`config.mk`:
```
export PLATFORM = sky130hd
export DESIGN_NAME = wb_arbiter
export DESIGN_NICKNAME = d
export VERILOG_FILES = /design/src/rtl/wb_arbiter.sv
export SDC_FILE = /design/constraint.sdc
export NUM_CORES = 1
export LEC_CHECK = 0
export ABC_AREA = 0
export CAP_MARGIN = 20
export CELL_PAD_IN_SITES_DETAIL_PLACEMENT = 1
export CELL_PAD_IN_SITES_GLOBAL_PLACEMENT = 2
export CORE_ASPECT_RATIO = 1.25
export CORE_MARGIN = 4
export CORE_UTILIZATION = 36
export DETAILED_ROUTE_END_ITERATION = 16
export PLACE_DENSITY = 0.87
export REMOVE_ABC_BUFFERS = 1
export SETUP_SLACK_MARGIN = 0.3
export SLEW_MARGIN = 20
export SYNTH_ARGS = -nofsm -noshare
export SYNTH_HDL_FRONTEND = slang
export SYNTH_SLANG_ARGS = --single-unit
```
`constraint.sdc`:
```
create_clock -name clk -period 3.6 [get_ports clk]
set_clock_uncertainty 0.1 [all_clocks]
set_input_delay 0.72 -clock clk [delete_from_list [all_inputs] [get_ports clk]]
set_output_delay 0.72 -clock clk [all_outputs]
set_load 0.02 [all_outputs]
```
`src/rtl/wb_arbiter.sv`:
```
// Writeback arbiter: two 2-entry request FIFOs (ALU, LSU) merged round-robin
// into a single registered register-file write port with a pending scoreboard.
module wb_arbiter #(
  parameter int XLEN = 32
) (
  input  logic            clk,
  input  logic            rst,
  input  logic            alu_valid,
  output logic            alu_ready,
  input  logic [4:0]      alu_rd,
  input  logic [XLEN-1:0] alu_data,
  input  logic            lsu_valid,
  output logic            lsu_ready,
  input  logic [4:0]      lsu_rd,
  input  logic [XLEN-1:0] lsu_data,
  output logic            rf_wen,
  output logic [4:0]      rf_rd,
  output logic [XLEN-1:0] rf_wdata,
  output logic [31:0]     pending
);

  typedef enum logic {
    GRANT_ALU = 1'b0,
    GRANT_LSU = 1'b1
  } grant_t;

  // Index 0 is the ALU requester, index 1 the LSU requester.
  logic [1:0]      in_valid;
  logic [4:0]      in_rd   [2];
  logic [XLEN-1:0] in_data [2];

  logic [4:0]      q_rd    [2][2];
  logic [XLEN-1:0] q_data  [2][2];
  logic [1:0]      cnt     [2];
  logic [1:0]      rptr;
  logic [1:0]      wptr;

  logic [1:0]      rdy;
  logic [1:0]      nonempty;
  logic [1:0]      push;
  logic [1:0]      pop;

  grant_t          last_grant;
  grant_t          next_grant;
  logic            sel;
  logic [4:0]      head_rd;
  logic [XLEN-1:0] head_data;

  always_comb begin
    in_valid   = {lsu_valid, alu_valid};
    in_rd[0]   = alu_rd;
    in_rd[1]   = lsu_rd;
    in_data[0] = alu_data;
    in_data[1] = lsu_data;
  end

  // Ready is derived from occupancy only, so valid never reaches ready.
  always_comb begin
    rdy      = '0;
    nonempty = '0;
    push     = '0;
    for (int unsigned i = 0; i < 2; i++) begin
      rdy[i]      = (cnt[i] != 2'd2);
      nonempty[i] = (cnt[i] != 2'd0);
      push[i]     = in_valid[i] && rdy[i];
    end
  end

  assign alu_ready = rdy[0];
  assign lsu_ready = rdy[1];

  always_comb begin
    pop        = '0;
    next_grant = last_grant;
    if (nonempty[0] && nonempty[1]) begin
      if (last_grant == GRANT_LSU) begin
        pop[0]     = 1'b1;
        next_grant = GRANT_ALU;
      end else begin
        pop[1]     = 1'b1;
        next_grant = GRANT_LSU;
      end
    end else if (nonempty[0]) begin
      pop[0]     = 1'b1;
      next_grant = GRANT_ALU;
    end else if (nonempty[1]) begin
      pop[1]     = 1'b1;
      next_grant = GRANT_LSU;
    end
  end

  always_comb begin
    sel       = pop[1];
    head_rd   = q_rd[sel][rptr[sel]];
    head_data = q_data[sel][rptr[sel]];
  end

  // Storage needs no reset: occupancy alone decides which slots are live.
  always_ff @(posedge clk) begin
    for (int unsigned i = 0; i < 2; i++) begin
      if (push[i]) begin
        q_rd[i][wptr[i]]   <= in_rd[i];
        q_data[i][wptr[i]] <= in_data[i];
      end
    end
  end

  always_ff @(posedge clk or posedge rst) begin
    if (rst) begin
      cnt        <= '{default: '0};
      rptr       <= '0;
      wptr       <= '0;
      last_grant <= GRANT_LSU;
      rf_wen     <= 1'b0;
      rf_rd      <= '0;
      rf_wdata   <= '0;
    end else begin
      for (int unsigned i = 0; i < 2; i++) begin
        if (push[i]) wptr[i] <= ~wptr[i];
        if (pop[i])  rptr[i] <= ~rptr[i];
        cnt[i] <= cnt[i] + 2'(push[i]) - 2'(pop[i]);
      end
      last_grant <= next_grant;
      rf_wen     <= (|pop) && (head_rd != 5'd0);
      if (|pop) begin
        rf_rd    <= head_rd;
        rf_wdata <= head_data;
      end
    end
  end

  always_comb begin
    pending = '0;
    for (int unsigned i = 0; i < 2; i++) begin
      for (int unsigned e = 0; e < 2; e++) begin
        if ((cnt[i] == 2'd2) || ((cnt[i] == 2'd1) && (rptr[i] == 1'(e))))
          pending[q_rd[i][e]] = 1'b1;
      end
    end
    if (rf_wen) pending[rf_rd] = 1'b1;
    pending[0] = 1'b0;
  end

endmodule

```
# [Word-level counts from Yosys, hierarchy flattened]
# Memories as Yosys holds them, arrays and structs flattened.
# Cells that the tools add are included.
[word_totals] output_inout_bits=72 inputBits=78 ramBits=148 regBits=47 mem_count=2 elab_cells=119
[mem_list] memory="q_data" depth=2 word_bits=64 rd=1 rd_clocked_by_memory_dff=0 wr=2 line_no="33" text="logic [XLEN-1:0] q_data [2][2];"
[mem_list] memory="q_rd" depth=2 word_bits=10 rd=3 rd_clocked_by_memory_dff=0 wr=2 line_no="32" text="logic [4:0] q_rd [2][2];"
[classes] bitwise_logic=11 n_lt_le_gt_ge=16 eq_ne=6 mux=46 reduce_logical=24 n_addsub=4
[op_table] operator="$mux W32" count=10
[op_table] operator="$mux W64" count=2
[op_table] operator="$or A32 B32 Y32" count=4
[op_table] operator="$demux W32 S1" count=2
[op_table] operator="$lt A5 B6 Y1 const B" count=5
[op_table] operator="$demux W1 S5" count=5
[op_table] operator="$ge A5 B1 Y1 const B" count=5
[op_table] operator="$mux W5" count=5
[op_table] operator="$mux W10" count=2
[op_table] operator="$mux W1" count=17
[op_table] operator="$logic_and A1 B1 Y1" count=15
[op_table] operator="$demux W5 S1" count=2
[op_table] operator="$ge A2 B2 Y1 const B" count=3
[op_table] operator="$not A1 Y2" count=3
[op_table] operator="$reduce_bool A5 Y1" count=1
[op_table] operator="$add A2 B1 Y2" count=2
[op_table] operator="$eq A2 B1 Y1 const B" count=2
[op_table] operator="$eq A2 B2 Y1 const B" count=2
[op_table] operator="$logic_or A1 B1 Y1" count=4
[op_table] operator="$lt A2 B1 Y1 const B" count=2
[op_table] operator="$ne A2 B2 Y1 const B" count=2
[op_table] operator="$not A1 Y1" count=4
[op_table] operator="$reduce_bool A2 Y1" count=2
[op_table] operator="$sub A2 B1 Y2" count=2
[op_table] operator="4 further kinds" count=4

# [Logic depth before layout (Yosys ltp)]
# Gate-level depths: netlist of the first run.
# An unclocked memory read counts as a cell.
[depth] depth_word=14 depth_mapped=10 depth_no_buf=8

# [Worst setup path before layout of the first run]
# Ideal clock, no wire load.
[synth_path] path_kind="flip-flop to flip-flop" from="register cnt[1] (netlist name)" to="memory q_data[1][32] (netlist name) (enable)" period_less_slack_ns=3.272 setup_time_ns=0.431 arrival_time_ns=2.741 t_required_ns=3.069 path_stages_with_launch=7 slack_ns=0.328 n_path_buf=2 cell_sequence="dfrtp_1 -> buf_2 -> and2b_1 -> inv_2 -> buf_4 -> nand2_1 -> nor2_1"
[synth_lines] item="start: declaration" line_no="34" text="logic [1:0] cnt [2];"
[synth_lines] item="start signal: indexed assignment" line_no="121" text="cnt[i] <= cnt[i] + 2'(push[i]) - 2'(pop[i]);"
[synth_lines] item="end: declaration" line_no="33"

# [Worst setup path after layout of the first run]
[layout_path] from="register cnt[3] (netlist name)" to="output port pending[8]"
[layout_via] elab_chain_len=12 elab_cells_between_ends=15 classes_between="eq/ne (2); mux (5); bitwise (4); reduce/logical (4)"
[layout_rtl] item="$eq A2 B1 Y1" line_no="136" text="if ((cnt[i] == 2'd2) || ((cnt[i] == 2'd1) && (rptr[i] == 1'(e))))"
[layout_rtl] item="$logic_and A1 B1 Y1" line_no="136"
[layout_rtl] item="$logic_or A1 B1 Y1" line_no="136"
[layout_rtl] item="$mux W32" line_no="136"
[layout_rtl] item="$or A32 B32 Y32 (no line)"
[layout_rtl] item="$mux W32 *" line_no="136"
[layout_rtl] item="$or A32 B32 Y32 (no line)"
[layout_rtl] item="$mux W32 *" line_no="136"
[layout_rtl] item="$or A32 B32 Y32 (no line)"
[layout_rtl] item="$mux W32 *" line_no="136"
[layout_rtl] item="$or A32 B32 Y32 (no line)"
[layout_rtl] item="$mux W32 *" line_no="140" text="if (rf_wen) pending[rf_rd] = 1'b1;"
[layout_rtl] item="end: declaration" line_no="19" text="output logic [31:0] pending"
# Every way passes the cells marked *; elsewhere a longest branch is shown, timed or not.

==> results.ini, run 1 <==
[status]
status=finished, final reports clean

[sta]
relSlewSlack_pct=44.6
whs_ps=381
fin_ws_ps=343
drv_slew=0
min_period_ps=3260
worst_pin_slew_ps=831
finalSetupViolations=0
tns_ps=0
finalCritPeriodShare_pct=90.5
fmax_mhz=307
finalHoldViolCount=0
rsz0062_at_grt=yes

[cts]
cts_inserted_buffers=17
max-clock-path-buffers=2
clk_pin_slew_ps=70
cts.sinks=195
clk_latency_ps=420
htree_levels=4
cts-root-buf=clkbuf_16
cts_tree=done

[power_and_ir_drop]
swShare_pct=41.4
p_per_area_nw_per_um2=861
intPower_w=0.00594
p_leak_nw=4.04
total_power_w=0.0102
pwr-share-comb_pct=45.6
p_switching_w=0.00421
ir_drop_v=0.000441
clkPwrFrac_pct=18.1
seq_power_share_pct=36.3

[setup_path]
crit_fanout=7
critPathKind=register to primary output
required_ps=2780
crit_path_end_kind=primary output
slowest_delay_ps=480
cp_cell_sequence=or3b_4, a211oi_4, buf_4, a22oi_1, nand3_1, clkdlybuf4s15_1
critPathSlowestCell=or3b_4
setup.worst_path.start_class=register
arrival_ps=2440

[yosys]
ys_ff_latch=195
avgSynthCellArea_um2=11.9
yosys-top-cells-area=edfxtp_1, dfrtp_1, a211oi_1
seq_area_frac_synth_pct=61.3
yosysMostFrequentCell=edfxtp_1
synthFlopType=edfxtp_1
synth_enable_flop_cells=148
async_flop_share_pct=24.1
synth_cell_types=63
synth_top_area_share_pct=48.5
synth_area_leader_cell=edfxtp_1
synth_area_um2=9170
ys_warn_count=0
netlist_instances=770
synth_common_cells=edfxtp_1, nor2b_1, nand2_1

[layout]
fin_nets=1008
syn_to_final_growth_pct=28.6
final-instance-count-excl-fill=1274
fill_cells=2611
antenna_cells=0
drive_gt1_share_pct=14.1

[detailed_routing]
dr.pass1.iters=5
wirelength_mm=29.3
drcViolationCount=0
vias=7096
vias_per_cell=5.57
wl_per_cell_um=23.0
drtIter0Drc=296
ant_nets=0

[job]
maxCapViolations=0

[global_routing]
antenna_found_initial=2
met2_usage_pct=37.5
use_met3_pct=3.86
grtUsageMet1_pct=24.7
grt_busiest_layer=met2
overflow=0
grt_pass1_vias=7565
grt_pass1_wl_mm=44.3
grt_usage_pct=20.8
grt_max_degree=76

[place]
place_hpwl_mm=20.0
pre_cts_ws_ps=207
placed_cells=1230
portBuffers=148
place_congestion=0.919

[floorplanning]
pin_count=150
initial_utilization_pct=36.5
die_x_um=151
core_um2=25100
rows=65
die_area_um2=28100
die_h_um=186

[worst_hold_path]
hold_class=register to register

-- kinds of logic after synthesis --
| kind of cell | Yosys count | share of synthesized area (%) |
|---|---|---|
| fa+ha+maj | 4 | 0.546 |
| simple gates | 283 | 16.2 |
| compound gates | 202 | 17.0 |
| buf+inv | 67 | 2.96 |
| mux | 10 | 1.15 |
| flops | 195 | 61.3 |
| xor+xnor | 8 | 0.764 |
| other cells | 1 | 0.0409 |
-- worst max-delay path: cells and delay by family (launching register included) --
family,cells,cell delay [ps]
AND/OR/NAND/NOR,2,590
AO/OA/AOI/OAI,2,440
flip-flops,1,470
buffers and inverters,2,520
-- flip-flops by register name, indices dropped and copies added, names as in the netlist --
name	count
last_grant	1
cnt	4
rf_wdata	32
q_rd	20
rptr	2
q_data	128
wptr	2
rf_wen	1
rf_rd	5
-- path summary, 6_finish.rpt --
check	start	to	slack [ps]	depth (start not counted)
min reg2reg	rf_wdata[7]	rf_wdata[7]	380	2
max reg2reg	cnt[3]	rf_wdata[25]	1350	6
max in group asynchronous	rst	last_grant	2240	3
min	rf_wdata[7]	rf_wdata[7]	380	2
min in group asynchronous	rst	rf_wdata[11]	490	2
max	cnt[3]	pending[8]	340	6
-- per-layer routing --
| metal | up-vias | share of wire (%) |
|---|---|---|
| li1 | 3236 | - |
| met1 | 3567 | 39 |
| met2 | 237 | 53 |
| met3 | 52 | 5.1 |
| met4 | 4 | 2.8 |
| met5 | - | 0.092 |
-- power by group through the flow --
stage / Sequential (W) / Clock (W) / Combinational, W
3_5_place_dp: 0.00373 / 0 / 0.00463
5_1_grt: 0.00375 / 0.00197 / 0.00500
6_report: 0.00368 / 0.00183 / 0.00463
2_1_floorplan: 0.00402 / 0 / 0.00221
3_3_place_gp: 0.00369 / 0 / 0.00452
4_1_cts: 0.00368 / 0.00187 / 0.00465
-- area by class of cell --
| cell class | count | area [um2] | share of cell area [%] |
|---|---|---|---|
| Multi-Input combinational cell | 508 | 3370 | 28.6 |
| Sequential cell | 195 | 5630 | 47.7 |
| Clock inverter | 15 | 146 | 1.24 |
| Inverter | 13 | 53.8 | 0.456 |
| Tap cell | 335 | 419 | 3.56 |
| Clock buffer | 17 | 425 | 3.61 |
| Timing Repair Buffer | 191 | 1750 | 14.8 |
-- cells in the final DEF (no fill, tap or decap), types with 7 or more instances in the layout --
cell and instances:
nand2b_1 9, a211oi_1 64, nor2b_1 73, nor2_1 41
dfrtp_1 42, nor4_1 7, nand3b_1 7, o31ai_1 33
o211ai_1 7, clkbuf_16 17, a21oi_1 23, nand3_1 27
a22oi_1 30, buf_4 40, edfxtp_1 148, nand2_1 71
o21ai_0 7, nor3_1 11, clkdlybuf4s15_1 7, a31oi_1 7
dlygate4sd2_1 7, xnor2_1 7, inv_1 10, clkbuf_2 15
clkdlybuf4s50_1 117
-- what timing repair did --
action | in CTS | in global routing
endpoints found under the setup margin | 31 | 25
resized for setup | 48 | 40
hold buffers | 0 | 0
buffers inserted | 7 | 5
endpoints found under the hold margin | 0 | 0
pin swaps | 4 | 6
-- metrics by stage --
step                cell area [um2]  util [%]
finish                        11800      46.9
global route                  11800      46.9
CTS                           11800      46.9
detailed placement            11100      44.3
global placement              11100      44.3
floorplan                      8940         -
Note: power is estimated with default switching activity, not from simulation.
==> run 2, diff against run 1 <==
--- a/config.mk
+++ b/config.mk
@@ -16,6 +16,7 @@
 export PLACE_DENSITY = 0.87
 export REMOVE_ABC_BUFFERS = 1
 export SETUP_SLACK_MARGIN = 0.3
+export SKIP_LAST_GASP = 1
 export SLEW_MARGIN = 20
 export SYNTH_ARGS = -nofsm -noshare
 export SYNTH_HDL_FRONTEND = slang
==> results of run 2 <==
Same layout as run 1: the final DEF is identical, and so are final timing and power.
==> run 3, diff against run 2 <==
--- a/config.mk
+++ b/config.mk
@@ -6,6 +6,7 @@
 export NUM_CORES = 1
 export LEC_CHECK = 0
 export ABC_AREA = 0
+export ABC_CLOCK_PERIOD_IN_PS = 3600
 export CAP_MARGIN = 20
 export CELL_PAD_IN_SITES_DETAIL_PLACEMENT = 1
 export CELL_PAD_IN_SITES_GLOBAL_PLACEMENT = 2
==> results of run 3 <==
Same layout as run 1: the final DEF is identical, and so are final timing and power.
